==> config.mk <==
export PLATFORM = sky130hd
export DESIGN_NAME = ffm_sensor_responder_flat
export DESIGN_NICKNAME = d
export VERILOG_FILES = /design/src/rtl/ffm_sensor_responder_if.sv /design/src/rtl/ffm_sensor_responder.sv /design/src/flat_wrapper.sv
export SDC_FILE = /design/constraint.sdc
export NUM_CORES = 1
export LEC_CHECK = 0
export CAP_MARGIN = 20
export CORE_MARGIN = 2
export CORE_UTILIZATION = 62
export DETAILED_ROUTE_END_ITERATION = 8
export PLACE_DENSITY = 0.88
export SYNTH_ARGS = -nofsm -noshare
export SYNTH_HDL_FRONTEND = slang
export SYNTH_SLANG_ARGS = --single-unit
export TNS_END_PERCENT = 100
==> constraint.sdc <==
create_clock -name clk80 -period 2.7 [get_ports clk80]
set_input_delay 0.54 -clock clk80 [delete_from_list [all_inputs] [get_ports clk80]]
set_output_delay 0.54 -clock clk80 [all_outputs]
set_load 0.05 [all_outputs]
==> src/rtl/ffm_sensor_responder_if.sv <==
// ffm_sensor_responder_if: request, frame-write and UART signals of the FFM sensor responder
// master: drives rq_in and the write port, observes tx/busy/done/wr_err/rq_miss
// slave : the responder itself
interface ffm_sensor_responder_if;
    logic       rq_in;
    logic       wr_en;
    logic [3:0] wr_addr;
    logic [7:0] wr_data;
    logic       tx;
    logic       busy;
    logic       done;
    logic       wr_err;
    logic       rq_miss;
    modport master (
        output rq_in, wr_en, wr_addr, wr_data,
        input  tx, busy, done, wr_err, rq_miss
    );
    modport slave (
        input  rq_in, wr_en, wr_addr, wr_data,
        output tx, busy, done, wr_err, rq_miss
    );
endinterface

==> src/rtl/ffm_sensor_responder.sv <==
// ffm_sensor_responder: sensor-side end of the FFM polled UART link, sends one frame per request
// Ports:
//   clk80         system clock, rising edge
//   reset_n       asynchronous active-low reset
//   bus.rq_in     async request line, a falling edge starts a frame
//   bus.wr_en/wr_addr/wr_data  frame buffer write port (idle only)
//   bus.tx        UART output, 8N1, LSB first, idle high
//   bus.busy      high from request detect until the final stop bit ends
//   bus.done      one-cycle pulse after the final stop bit
//   bus.wr_err    one-cycle pulse for a rejected write
//   bus.rq_miss   one-cycle pulse for a request seen while busy
// Define FFM_RESP_PARITY_EN to insert an even-parity bit after the data bits.
module ffm_sensor_responder #(
    parameter int CLK_DIV     = 16,
    parameter int FRAME_LEN   = 15,
    parameter int START_DELAY = 30,
    parameter int GAP_BITS    = 10
) (
    input logic clk80,
    input logic reset_n,
    ffm_sensor_responder_if.slave bus
);
    localparam int CW = CLK_DIV > 1 ? $clog2(CLK_DIV) : 1;
    typedef enum logic [2:0] {IDLE, DELAY, GAP, START, DATA, PARITY, STOP} state_t;
    state_t state, state_d;
    logic [CW-1:0] cnt, cnt_d;
    logic [7:0] bits, bits_d, sh, sh_d;
    logic [3:0] idx, idx_d;
    logic [7:0] mem [16];
    logic rq_s1, rq_s2, rq_s3, det, start, wr_ok, bit_end, tx_d, done_d;
`ifdef FFM_RESP_PARITY_EN
    logic par, par_d;
`endif
    assign det = rq_s3 & ~rq_s2;
    // the done cycle still counts as busy for requests
    assign start = det && state == IDLE && !bus.done;
    assign wr_ok = bus.wr_en && state == IDLE && {1'b0, bus.wr_addr} < 5'(FRAME_LEN);
    assign bit_end = cnt == CW'(CLK_DIV - 1);
    assign bus.busy = state != IDLE;
    always_ff @(posedge clk80 or negedge reset_n) begin
        if (!reset_n) begin
            rq_s1       <= 1'b0;
            rq_s2       <= 1'b0;
            rq_s3       <= 1'b0;
            bus.wr_err  <= 1'b0;
            bus.rq_miss <= 1'b0;
            for (int i = 0; i < 16; i++) mem[i] <= '0;
        end else begin
            rq_s1       <= bus.rq_in;
            rq_s2       <= rq_s1;
            rq_s3       <= rq_s2;
            bus.wr_err  <= bus.wr_en && !wr_ok;
            bus.rq_miss <= det && !start;
            if (wr_ok) mem[bus.wr_addr] <= bus.wr_data;
        end
    end
    always_ff @(posedge clk80 or negedge reset_n) begin
        if (!reset_n) begin
            state    <= IDLE;
            cnt      <= '0;
            bits     <= '0;
            idx      <= '0;
            sh       <= '0;
            bus.tx   <= 1'b1;
            bus.done <= 1'b0;
`ifdef FFM_RESP_PARITY_EN
            par      <= 1'b0;
`endif
        end else begin
            state    <= state_d;
            cnt      <= cnt_d;
            bits     <= bits_d;
            idx      <= idx_d;
            sh       <= sh_d;
            bus.tx   <= tx_d;
            bus.done <= done_d;
`ifdef FFM_RESP_PARITY_EN
            par      <= par_d;
`endif
        end
    end
    // tx is registered from the next state so the line changes on the same edge as the state
    always_comb begin
        state_d = state;
        cnt_d   = (state == IDLE || bit_end) ? '0 : cnt + CW'(1);
        bits_d  = bit_end ? bits + 8'd1 : bits;
        idx_d   = idx;
        sh_d    = sh;
        done_d  = 1'b0;
`ifdef FFM_RESP_PARITY_EN
        par_d   = par;
`endif
        case (state)
            IDLE: begin
                bits_d = '0;
                if (start) begin
                    state_d = DELAY;
                    idx_d   = '0;
                end
            end
            DELAY: if (bit_end && bits == 8'(START_DELAY - 1)) begin
                state_d = GAP;
                bits_d  = '0;
            end
            GAP: if (bit_end && bits == 8'(GAP_BITS - 1)) begin
                state_d = START;
                bits_d  = '0;
                sh_d    = mem[idx];
`ifdef FFM_RESP_PARITY_EN
                par_d   = ^mem[idx];
`endif
            end
            START: if (bit_end) begin
                state_d = DATA;
                bits_d  = '0;
            end
            DATA: if (bit_end) begin
                sh_d = {1'b0, sh[7:1]};
                if (bits == 8'd7) begin
`ifdef FFM_RESP_PARITY_EN
                    state_d = PARITY;
`else
                    state_d = STOP;
`endif
                    bits_d = '0;
                end
            end
            PARITY: if (bit_end) begin
                state_d = STOP;
                bits_d  = '0;
            end
            STOP: if (bit_end) begin
                bits_d = '0;
                if (idx == 4'(FRAME_LEN - 1)) begin
                    state_d = IDLE;
                    done_d  = 1'b1;
                end else begin
                    state_d = GAP;
                    idx_d   = idx + 4'd1;
                end
            end
            default: state_d = IDLE;
        endcase
`ifdef FFM_RESP_PARITY_EN
        tx_d = state_d == START ? 1'b0 : state_d == DATA ? sh_d[0] : state_d == PARITY ? par_d : 1'b1;
`else
        tx_d = state_d == START ? 1'b0 : state_d == DATA ? sh_d[0] : 1'b1;
`endif
    end
endmodule
==> src/flat_wrapper.sv <==
// flat-port wrapper written by rule: the top's interface ports become plain ports
module ffm_sensor_responder_flat 
#(
    parameter int CLK_DIV     = 16,
    parameter int FRAME_LEN   = 15,
    parameter int START_DELAY = 30,
    parameter int GAP_BITS    = 10
)
  (clk80, reset_n, bus_rq_in, bus_wr_en, bus_wr_addr, bus_wr_data, bus_tx, bus_busy, bus_done, bus_wr_err, bus_rq_miss);
  ffm_sensor_responder_if bus_i ();
  input logic clk80;
  input logic reset_n;
  input wire logic [$bits(bus_i.rq_in)-1:0] bus_rq_in;
  input wire logic [$bits(bus_i.wr_en)-1:0] bus_wr_en;
  input wire logic [$bits(bus_i.wr_addr)-1:0] bus_wr_addr;
  input wire logic [$bits(bus_i.wr_data)-1:0] bus_wr_data;
  output wire logic [$bits(bus_i.tx)-1:0] bus_tx;
  output wire logic [$bits(bus_i.busy)-1:0] bus_busy;
  output wire logic [$bits(bus_i.done)-1:0] bus_done;
  output wire logic [$bits(bus_i.wr_err)-1:0] bus_wr_err;
  output wire logic [$bits(bus_i.rq_miss)-1:0] bus_rq_miss;
  assign bus_i.rq_in = bus_rq_in;
  assign bus_i.wr_en = bus_wr_en;
  assign bus_i.wr_addr = bus_wr_addr;
  assign bus_i.wr_data = bus_wr_data;
  assign bus_tx = bus_i.tx;
  assign bus_busy = bus_i.busy;
  assign bus_done = bus_i.done;
  assign bus_wr_err = bus_i.wr_err;
  assign bus_rq_miss = bus_i.rq_miss;
  ffm_sensor_responder #(.CLK_DIV(CLK_DIV), .FRAME_LEN(FRAME_LEN), .START_DELAY(START_DELAY), .GAP_BITS(GAP_BITS)) u_core (.clk80(clk80), .reset_n(reset_n), .bus(bus_i));
endmodule
# Word-level counts from Yosys, hierarchy flattened
# Index checks and enable logic that the tools add are counted.
# word_totals
rom_bits	0
reg_bits	162
wordCells	114
n_memories	0
in_bits	16
mem_bits_rw	0
output_inout_bits	5
latch_bits	0
# op_classes
eq_ne	18
n_lt_le_gt_ge	4
n_shift	0
addsub	3
n_mul	0
reduce_logical	20
n_bitwise	4
div	0
mux	36
# op_table
cell	count
bitwise mux 128 bit	1
two-way mux 8 bit	11
one-hot mux 8 bit (5 select lines)	1
binary-select mux 8 bit (select 4 bit)	1
demux 8 bit (select 4 bit)	1
two-way mux 3 bit	8
one-hot mux 3 bit (7 select lines)	1
two-way mux 4 bit	4
one-hot mux 8 bit (2 select lines)	1
== test 3 bit (second input constant)	4
>= comparator 5 bit (second input constant)	2
inverter 4 -> 5 bit	2
== test 3 x 2 -> 1 bit (second input constant)	3
logical AND 1 bit	9
adder 4 x 1 -> 4 bit (second input constant)	2
adder 8 x 1 -> 8 bit (second input constant)	1
== test 4 bit (second input constant)	2
== test 8 x 3 -> 1 bit (second input constant)	1
== test 8 x 4 -> 1 bit (second input constant)	1
== test 8 x 5 -> 1 bit (second input constant)	1
!= test 2 x 1 -> 1 bit (second input constant)	4
one-hot mux 4 bit (2 select lines)	1
less-than comparator 5 x 1 -> 1 bit (second input constant)	1
two-way mux 1 bit	5
14 further kinds	17

# Longest topological paths before layout
# Gate-level depths: netlist of run 1.
# depth
ltp_word	9
ltp_mapped	10
mapped_depth_nobuf	7

# Worst setup path after synthesis of run 1
# OpenSTA, ideal clock, no wires.
# synth_timing
path_kind	flip-flop to flip-flop
start	reg u_core.idx[0]
end	reg u_core.idx[0]
t_required_ns	2.561
path_stages_with_launch	9
arrival_time_ns	2.009
period_less_slack_ns	2.149
slack_ns	0.551
n_path_buf	2
setup_time_ns	0.139
cell_sequence	dfrtp_1 > buf_2 > clkbuf_1 > inv_1 > ha_1 > and3_1 > or4_1 > nand3_1 > o21ai_0
# synth_between
elab_chain_cells	4
elab_cells_between_ends	7
cone_classes	add/sub: 1; eq/ne: 2; mux: 3; reduce/logical: 1
# synth_rtl
item	line	source
start, declared	ffm_sensor_responder.sv:28	logic [3:0] idx, idx_d;
start signal, assigned	ffm_sensor_responder.sv:73	idx <= idx_d;
adder 4 x 1 -> 4 bit	ffm_sensor_responder.sv:139	idx_d = idx + 4'd1;
two-way mux 4 bit	ffm_sensor_responder.sv:134	if (idx == 4'(FRAME_LEN - 1)) begin
two-way mux 4 bit	ffm_sensor_responder.sv:132	STOP: if (bit_end) begin
one-hot mux 4 bit (2 select lines)	ffm_sensor_responder.sv:93	case (state)
# Parallel ways exist; a longest one is shown, timed or not. The select of a mux whose other input is x is not followed.
# A chain may end at the register's enable or synchronous reset.

# Worst setup path after layout of run 1
# layout_timing
start	reg u_core.state[1]
end	reg u_core.mem[103] in the netlist's numbering
# layout_between
elab_chain_cells	3
# layout_rtl
item	line	source
start, declared	ffm_sensor_responder.sv:25	state_t state, state_d;
start signal, assigned	ffm_sensor_responder.sv:70	state <= state_d;
logical NOT 3 bit	ffm_sensor_responder.sv:37	assign wr_ok = bus.wr_en && state == IDLE && {1'b0, bus.wr_addr} < 5'(FRAME_LEN);
logical AND 1 bit (2 in a row)	ffm_sensor_responder.sv:37	
end signal, assigned by index	ffm_sensor_responder.sv:54	if (wr_ok) mem[bus.wr_addr] <= bus.wr_data;
end, declared	ffm_sensor_responder.sv:29	logic [7:0] mem [16];
# Every way passes these cells.

==> results of run 1 <==
## placed cells by master (no fill, tap or decap), drive strengths merged, types with 4 or more instances in the layout
cell type      netlist  routed
mux2               126     126
dfrtp              161     161
clkinvlp             0       4
buf                 11      25
o22ai                7       7
ha                   6       6
clkinv               0       5
nor2b                7       7
nor3                11      11
nand2               36      36
nor2                20      20
o21ai               10      10
inv                  9      12
nand3               11      11
clkdlybuf4s50        0      18
nand4                7       7
a21oi                8       8
clkbuf              30      17
a22oi                7       7
nand2b               5       5
nor4                 8       8
mux4                35      35
## report_power, final
group / total [µW] / switching [µW] / internal, µW
combinational: 455 / 238 / 217
sequential: 2680 / 114 / 2560
clock: 2470 / 1010 / 1460
## per-layer routing
layer	GRT usage	vias to the layer above	share of wire
li1	-	2134	-
met1	0.362	2542	0.41
met2	0.458	159	0.50
met3	0.0738	37	0.060
met4	0.132	0	0.032
met5	0	-	0
## stage by stage
step / instance area, µm² / worst slack (ns) / total power [µW] / util / hold WS (ns)
finish: 8700 / 0.257 / 5600 / 0.721 / 0.0637
global route: 8700 / 0.0802 / 5810 / 0.721 / 0.107
global placement: 8090 / 0.224 / 3120 / 0.670 / 0.337
floorplan: 7670 / 0.551 / 2990 / - / 0.244
detailed placement: 8090 / 0.158 / 3170 / 0.670 / 0.344
CTS: 8690 / 0.0416 / 5630 / 0.721 / 0.0907
## Yosys cell counts (all sizes together) (5+ instances only)
cell type	number
nand2	36
o22ai	7
nand4	7
nor4	8
nor2b	7
a22oi	7
mux2	126
nand2b	5
dfrtp	161
a21oi	8
nor2	20
o21ai	10
nor3	11
mux4	35
inv	9
clkbuf	30
nand3	11
buf	11
ha	6
## repair_timing
item / 4_1_cts / 5_1_grt
gates resized for setup: 0 / 1
endpoints found under the hold margin: 0 / 0
setup endpoints to repair: 0 / 1
## kinds of logic (layout without fill, tap and decap cells)
logic type	after synthesis	in the layout	share of synthesized area
DFF	162	162	0.529
muxes	161	161	0.288
and+or+nand+nor	131	131	0.0945
AOI/OAI and AO/OA	50	50	0.0429
buffers and inverters	50	85	0.0307
adders and majority gates	6	6	0.00979
xor gates and xnor gates	5	5	0.00571
## how the worst max path moves through the flow
stage,startpoint,to,slack [ns]
final,u_core.state[1],u_core.mem[103],0.26
after CTS,u_core.state[2],bus_busy,0.04
after detailed placement,bus_wr_en,u_core.mem[125],0.16
after global routing,u_core.cnt[0],u_core.bits[1],0.08
after global placement,bus_wr_en,u_core.mem[124],0.22
after floorplan,u_core.idx[0],u_core.idx[0],0.55
## registers in the layout (all words and copies together) (netlist names)
signal / cells
u_core.bits: 8
u_core.mem: 128
u_core.bus.tx: 1
u_core.cnt: 4
u_core.rq_s3: 1
u_core.state: 3
u_core.sh: 8
u_core.bus.wr_err: 1
u_core.rq_s2: 1
u_core.bus.rq_miss: 1
u_core.idx: 4
u_core.rq_s1: 1
u_core.bus.done: 1
## area by class of cell
cell class | instances | area [µm²]
well taps | 168 | 210
clock inverters | 15 | 183
flip-flops and latches | 162 | 4060
repair buffers | 44 | 409
clock buffers | 17 | 425
fillers | 732 | 3360
multi-input cells | 353 | 3380
inverters | 9 | 33.8
==> metrics.cfg, run 1 <==
[worst_setup_path]
path_buf_inv = 0
start_kind = flop
crit_arrival_ns = 2.75
path_delay_family = simple AND/OR/NAND/NOR gates
required_ns = 3.01
reg2reg_to = u_core.mem[103]
r2r-start = u_core.state[1]
cp_slowest_cell = dfrtp_1
rr_worst_depth = 5
ff2ff_setup_slack_ns = 0.26
worstSetupPathType = flop to flop
worstPathMaxFanout = 14
critPathMaxStageDelay_ns = 0.52
cp.depth = 5
crit_path_cell_trace = nor3_4 > nand2_1 > or3_1 > nor2_2 > mux2_2
cp-end-kind = flop

[route]
vias = 4872
drt_first_iter_violations = 485
drc = 0
viasPerCell = 6.34
wl_per_cell_um = 22.3
wl_um = 17100
first_pass_iters = 5
antenna_left = 0

[timing]
min_period_over_period = 0.905
worstMarginPinSlew_ns = 0.797
slew_violations = 0
hold_violations = 0
rsz0062_at_grt = no
setup_viol = 0
max_freq_mhz = 409
setup_tns_ns = 0
relSlewSlack = 0.465
finClkSkew_ns = 0.00796
fin_crit_ns = 2.44

[yosys]
ys_seq_area_frac = 0.529
ys_seq_elements = 162
syn_inst = 565
synth_top_cell_by_area = dfrtp_1
synth_cell_types = 59
synthTopCellsByArea = dfrtp_1 53%, mux2_2 18%, mux4_2 10%
netlist_area_um2 = 7670
synth_nets = 587
synth_edf_count = 0
yosys_warnings = 0
netlist.area_leader.share = 0.525
ys_async_sr_fraction = 1.00
synth_top_flop_cell = dfrtp_1
avgSynthCellArea_um2 = 13.6

[power]
cellPowerDensity_nw_per_um2 = 644
ir_drop_v = 0.000542
cellLeakagePower_uw = 0.00399

[final_layout]
drive_gt1_frac = 0.390
num_antenna_cells = 0
area_growth_pct = 13.4
final_net_count = 609
fin_cells = 768

[clocking]
cts_num_sinks = 162
cts_setup_buffers = 0
path_clk_slew_ns = 0.07
cts_tree = done
cts_hold_buf = 0
insertion_delay_ns = 0.43
clock_tree.buffer_depth = 2
cts_made_buffers = 17
cts-root-buf = clkbuf_16
cts.htree.levels = 4

[floorplanning]
coreArea_um2 = 12100
die_area_um2 = 13300
die_width_um = 115
io_pins = 21
die_y_um = 115
std_cell_rows = 40
start_util = 0.636

[placement]
place_congestion = 0.894
portBuffers = 20
dp.cells = 736
hpwl_um = 11200

[grt]
antenna_found_initial = 0
grt_pass1_vias = 5206
grt_use_total = 0.283
grt_start_max_net_pins = 60
grt-ovfl-total = 0
grt_pass1_wl_um = 27700

[run_status]
status = finished, final reports clean

[min_path]
hold_path.class = input port to asynchronous set/reset pin

[job]
maxCapViolCount = 0

No activity file was read; power rests on OpenSTA's default activity.
==> run 2: changes to the inputs <==
--- a/config.mk
+++ b/config.mk
@@ -8,6 +8,7 @@
 export CAP_MARGIN = 20
 export CORE_MARGIN = 2
 export CORE_UTILIZATION = 62
+export CTS_CLUSTER_SIZE = 24
 export DETAILED_ROUTE_END_ITERATION = 8
 export PLACE_DENSITY = 0.88
 export SYNTH_ARGS = -nofsm -noshare
==> results of run 2 <==
No change in the layout: final DEF, timing and power equal those of run 1.
==> edit 1 (settings of run 2) <==
`CLK_DIV` is set to 16 in 2 places; all go to 32.
--- a/src/rtl/ffm_sensor_responder.sv
+++ b/src/rtl/ffm_sensor_responder.sv
@@ -11,7 +11,7 @@
 //   bus.rq_miss   one-cycle pulse for a request seen while busy
 // Define FFM_RESP_PARITY_EN to insert an even-parity bit after the data bits.
 module ffm_sensor_responder #(
-    parameter int CLK_DIV     = 16,
+    parameter int CLK_DIV     = 32,
     parameter int FRAME_LEN   = 15,
     parameter int START_DELAY = 30,
     parameter int GAP_BITS    = 10
--- a/src/flat_wrapper.sv
+++ b/src/flat_wrapper.sv
@@ -1,7 +1,7 @@
 // flat-port wrapper written by rule: the top's interface ports become plain ports
 module ffm_sensor_responder_flat 
 #(
-    parameter int CLK_DIV     = 16,
+    parameter int CLK_DIV     = 32,
     parameter int FRAME_LEN   = 15,
     parameter int START_DELAY = 30,
     parameter int GAP_BITS    = 10
Function: same outputs for any inputs over 10 cycles, from zero or initial values and one cycle with reset_n low; that may be too few to reach the edited logic, so the function may still have changed.
==> edit 1 against run 2 <==
  * Final area is 0.75% higher
  * First-iteration DRC count is 19% lower
  * Sequential cell count is 1 higher
  * Synthesized cell count is 0.71% higher
  * Power is 15% higher
  * Setup slack worse by 0.013 ns
  * Area after synthesis is 0.82% higher
  * Combinational power is 98% higher
  * Routed wire length is 0.67% higher
==> edit 1: results (changes against run 2) <==
GRT
  – Largest net degree at the start of global routing: 67 (+12%)
  – Met1 usage: 33.6% (-2.7 points)
  – Global routing usage summed across all routing layers: 28.0% (-0.31 points)
  – Global-route track usage on met3: 7.69% (+0.31 points)
  – Global-route track usage on met2: 48.3% (+2.6 points)
  – Via count of the first global-routing pass: 5,155 (-0.98%)
  – First-pass GRT wire length: 27.4 mm (-1.3%)

Power
  – Highest ir drop seen on vdd: 0.000611 V (+13%)
  – Leakage Power: 3.84 nW (-3.9%)

Status
  – Run status: completed

Critical path
  – Crit Path Max Fanout: 8 (-6)
  – Maximum single-stage delay on the critical path: 0.42 ns (-0.10 ns)
  – Data arrival, critical path: 1.92 ns (-0.83 ns)
  – Slowest stage cell on the critical path: sky130_fd_sc_hd__dlygate4sd2_1
  – Family with the most delay on the worst path: buffers and inverters

Yosys
  – Syn nets: 593 (+1.0%)
  – Post-synth top cells: 162 x sky130_fd_sc_hd__dfrtp_1, 120 x sky130_fd_sc_hd__mux2_2, 30 x sky130_fd_sc_hd__clkbuf_1
  – Biggest area contributors in the synthesized netlist: sky130_fd_sc_hd__dfrtp_1 52%, sky130_fd_sc_hd__mux2_2 17%, sky130_fd_sc_hd__mux4_2 8.4%
  – Count of mapped cells out of synthesis: 569 (+0.71%)

Drt
  – DRT iter0 DRCs: 395 (-19%)
  – Met3 wire length: 947 um (-7.5%)
  – Routed wire length on met2: 9.05 mm (+5.6%)
  – Routed wirelength normalized by instance count: 22.5 um (+0.93%)
  – Count of vias placed by the detailed router: 4,892 (+0.41%)

Placement
  – Routability Congestion: 0.851 (-4.8%)
  – Detail Placement HPWL: 11.2 mm (about the same)
  – Cells after DPL: 734 (-0.27%)

CTS
  – Post-CTS repair timing setup buffer count: 0 (unchanged)

Layout
  – Ratio of cells with drive above 1 in the final layout: 36.1% (-2.9 points)
  – Fin cells: 766 (-0.26%)
  – Regs by FF count: u_core.mem x128, u_core.bits x8, u_core.sh x8

STA
  – Clock skew after layout: 0.00649 ns (-0.00147 ns)
[edit 1: final timing paths]
kind	from	slack, ns	cells after the start	endpoint
min in group clk80	u_core.rq_s1	0.37	0	u_core.rq_s2
worst max-delay path	u_core.state[2]	0.24	4	bus_busy
worst min-delay path	reset_n	0.04	1	u_core.bits[5]
max in group asynchronous	reset_n	1.94	2	u_core.mem[23]
worst max register to register	u_core.cnt[0]	0.29	9	u_core.bits[3]
worst min register to register	u_core.rq_s1	0.37	0	u_core.rq_s2
[edit 1: final cells by class]
type	instances	area [sq um]
timing repair buffer	43	423
clock buffer	20	457
fill	783	3350
inverter	8	30.0
clock inverter	12	143
tap	168	210
sequential	163	4080
multi-input combinational	352	3420
[edit 1: repair_timing]
action	in CTS	in global routing
endpoints found under the hold margin	0	0
gates resized for setup	1	0
setup endpoints to repair	1	0
[edit 1: cells by family after synthesis]
kind of cell    synth area share, %
compound gates                 5.21
xor+xnor                      0.793
fa+ha+maj                      1.29
buf+inv                        3.03
flops                          52.8
mux                            28.3
simple gates                   8.66
[edit 1: through the flow]
| step | hold WS [ns] | setup slack [ns] | cell area, sq um | total power [W] | util [%] |
|---|---|---|---|---|---|
| global placement | 0.345 | 0.222 | 8160 | 0.00392 | 67.4 |
| floorplan | 0.244 | 0.404 | 7730 | 0.00369 | - |
| CTS | 0.0588 | 0.226 | 8760 | 0.00646 | 72.3 |
| global route | 0.0665 | 0.168 | 8760 | 0.00669 | 72.3 |
| finish | 0.0429 | 0.243 | 8760 | 0.00644 | 72.3 |
| detailed placement | 0.339 | 0.105 | 8160 | 0.00402 | 67.4 |
[edit 1: power by group]
part / total [W] / internal, W / switching, W
clock: 0.00244 / 0.00143 / 0.00101
sequential: 0.00309 / 0.00286 / 0.000233
combinational: 0.000902 / 0.000518 / 0.000384
==> edit 2 (settings of run 2) <==
Made on the original files. Encoding of `state_t`: now one-hot (7 bits for 7 states).
--- a/src/rtl/ffm_sensor_responder.sv
+++ b/src/rtl/ffm_sensor_responder.sv
@@ -21,7 +21,7 @@
     ffm_sensor_responder_if.slave bus
 );
     localparam int CW = CLK_DIV > 1 ? $clog2(CLK_DIV) : 1;
-    typedef enum logic [2:0] {IDLE, DELAY, GAP, START, DATA, PARITY, STOP} state_t;
+    typedef enum logic [6:0] {IDLE = 7'b0000001, DELAY = 7'b0000010, GAP = 7'b0000100, START = 7'b0001000, DATA = 7'b0010000, PARITY = 7'b0100000, STOP = 7'b1000000} state_t;
     state_t state, state_d;
     logic [CW-1:0] cnt, cnt_d;
     logic [7:0] bits, bits_d, sh, sh_d;
Behaviour: same outputs for any inputs over 10 cycles, from zero or initial values and one cycle with reset_n low; not proved beyond that.
==> edit 2 against run 2 <==
  * The run now ends with setup timing left
  * Die area up 0.96%
  * Critical path depth increased by 3
  * Area after synthesis increased by 1.0%
  * Final area increased by 1.8%
  * Routed wire length about the same
  * Sequential cell count increased by 4
  * Synthesized cell count is 2.1% lower
  * Non-clock buffer count increased by 4
  * Count of clock-buffer cells in the layout rose by 7
  * Setup slack got worse by 0.28 ns
  * First-iteration DRC count down 0.82%
  * Cell count is 1.0% lower
Power is not compared: it rests on default switching activity, and its combinational part moved more than twofold at a synthesized area within 25%.
==> edit 2: results (changes against run 2) <==
Status
  – Run status: finished with violations
  – Failing checks: setup timing

Power
  – Leakage Power: 3.84 nW
  – Highest ir drop seen on vdd: 0.000686 V

Layout
  – Regs by FF count: u_core.mem x128, u_core.bits x8, u_core.sh x8
  – Post-layout nets: 602 (-1.1%)
  – Final antenna diode count: 0 (unchanged)
  – Ratio of cells with drive above 1 in the final layout: 40.2% (+1.2 points)

STA
  – Final WS setup: -0.0250 ns (-0.282 ns)
  – Final count of negative-setup-slack endpoints: 1 (+1)
  – Final-layout worst hold slack: 0.0684 ns (+0.00466 ns)
  – Clock skew after layout: 0.0127 ns (+0.00473 ns)
  – Worst slew pin tran: 0.643 ns (-0.154 ns)

Critical path
  – Data arrival, critical path: 3.05 ns (+0.30 ns)
  – Launch point of the critical path: u_core.bits[1]
  – Maximum single-stage delay on the critical path: 0.66 ns (+0.14 ns)
  – Slowest stage cell on the critical path: sky130_fd_sc_hd__or4b_2
  – Worst Reg-to-Reg Cells: 8 (+3)
  – Family with the most delay on the worst path: simple AND/OR/NAND/NOR gates
  – Crit path to: u_core.bits[7]
  – Crit Path Max Fanout: 7 (-7)

Drt
  – Post-Route WL: 17.1 mm (about the same)
  – DRT iter0 DRCs: 481 (-0.82%)
  – Vias per cell: 6.51 (+2.7%)
  – DRC viols: 0 (unchanged)
  – Total iterations of the first detailed-routing run: 6 (+1)

CTS
  – Cell at the root of the clock tree: sky130_fd_sc_hd__clkbuf_16
  – Clock latency on the worst-skew pair: 0.43 ns (about the same)
  – Number of buffers on the longest clock path: 2 (unchanged)
  – Clock slew seen by the registers of the worst setup and hold paths: 0.06 ns
  – Total clock buffers created by CTS: 17 (unchanged)
  – H-tree depth reported by CTS: 4 (unchanged)

Yosys
  – Fraction of registers with async set or reset after synthesis: 100% (unchanged)
  – Biggest area contributors in the synthesized netlist: sky130_fd_sc_hd__dfrtp_1 53%, sky130_fd_sc_hd__mux2_2 18%, sky130_fd_sc_hd__mux4_2 12%
  – Share of the synthesized area in the top cell type: 53.0% (+0.45 points)
  – Syn nets: 575 (-2.0%)
  – Count of warnings emitted by yosys: 0 (unchanged)
  – Proportion of synthesized chip area in sequential cells: 53.7% (+0.79 points)
  – Post-synth top cells: 164 x sky130_fd_sc_hd__dfrtp_1, 121 x sky130_fd_sc_hd__mux2_2, 40 x sky130_fd_sc_hd__mux4_2
  – Distinct cell type count of the synthesized netlist: 59 (unchanged)

GRT
  – Global routing usage summed across all routing layers: 28.0% (-0.30 points)
  – Via count of the first global-routing pass: 5,097 (-2.1%)
  – Antenna violations before repair: 0 (unchanged)
  – Largest net degree at the start of global routing: 56 (-6.7%)
  – First-pass GRT wire length: 27.6 mm (-0.65%)

Placement
  – Detail Placement HPWL: 11.3 mm (+1.1%)
  – Count of port buffers added during placement: 20 (unchanged)
  – Instance area after placement: 8240 sq um (+1.8%)
  – Setup slack at placement: -0.0464 ns (-0.205 ns)
  – Routability Congestion: 0.900 (+0.71%)

Worst hold path
  – Worst hold-check path type: primary input to asynchronous set/reset pin
==> edit 2: cell count changes after synthesis, sizes merged, moves of 5 or more <==
cell,run 2,this run
mux4,35,40
clkbuf,30,24
nor2b,7,2
buf,11,16
nor2,20,37
nand2,36,22
mux2,126,121
==> edit 2: report_power, final <==
group	total, W	internal (W)	switching, W
Combinational	0.00202	0.00119	0.000832
Sequential	0.00382	0.00335	0.000470
Clock	0.00237	0.00143	0.000943
==> edit 2: cells by family (layout without fill, tap and decap cells) <==
group / Yosys count / count (layout) / synth area share, %
mux: 161 / 161 / 29.2
compound gates: 49 / 49 / 4.70
buf+inv: 49 / 88 / 2.55
fa+ha+maj: 6 / 6 / 0.969
simple gates: 117 / 117 / 8.33
flops: 166 / 166 / 53.7
xor+xnor: 5 / 5 / 0.565
==> edit 2: layout make-up <==
class	instances	area [sq um]
flip-flops and latches	166	4160
inverters	9	36.3
multi-input cells	338	3410
fillers	757	3260
clock buffers	24	482
repair buffers	48	459
clock inverters	7	96.3
well taps	168	210
==> edit 2: per-stage QoR <==
| step | TNS (ns) | total power (W) | util [%] | std cells |
|---|---|---|---|---|
| after global placement | 0 | 0.00563 | 68.0 | 728 |
| after global routing | -0.390 | 0.00858 | 73.1 | 760 |
| final | -0.0250 | 0.00821 | 73.1 | 760 |
| after CTS | 0 | 0.00822 | 72.8 | 759 |
| after detailed placement | -0.341 | 0.00583 | 68.0 | 728 |
| after floorplan | 0 | 0.00518 | - | 553 |
==> edit 2: metal layers <==
layer / GRT usage, % / routed length, um
met4: 10.7 / 297
met5: 0 / 0
met3: 7.37 / 1100
met2: 43.7 / 8330
met1: 38.5 / 7370
==> edit 2: timing repair <==
item                       CTS  global route
pin swaps                    0             1
gates resized for setup      1             2
setup endpoints to repair    2            30
setup buffers                0             1
hold buffers                 0             0
hold endpoints to repair     0             0
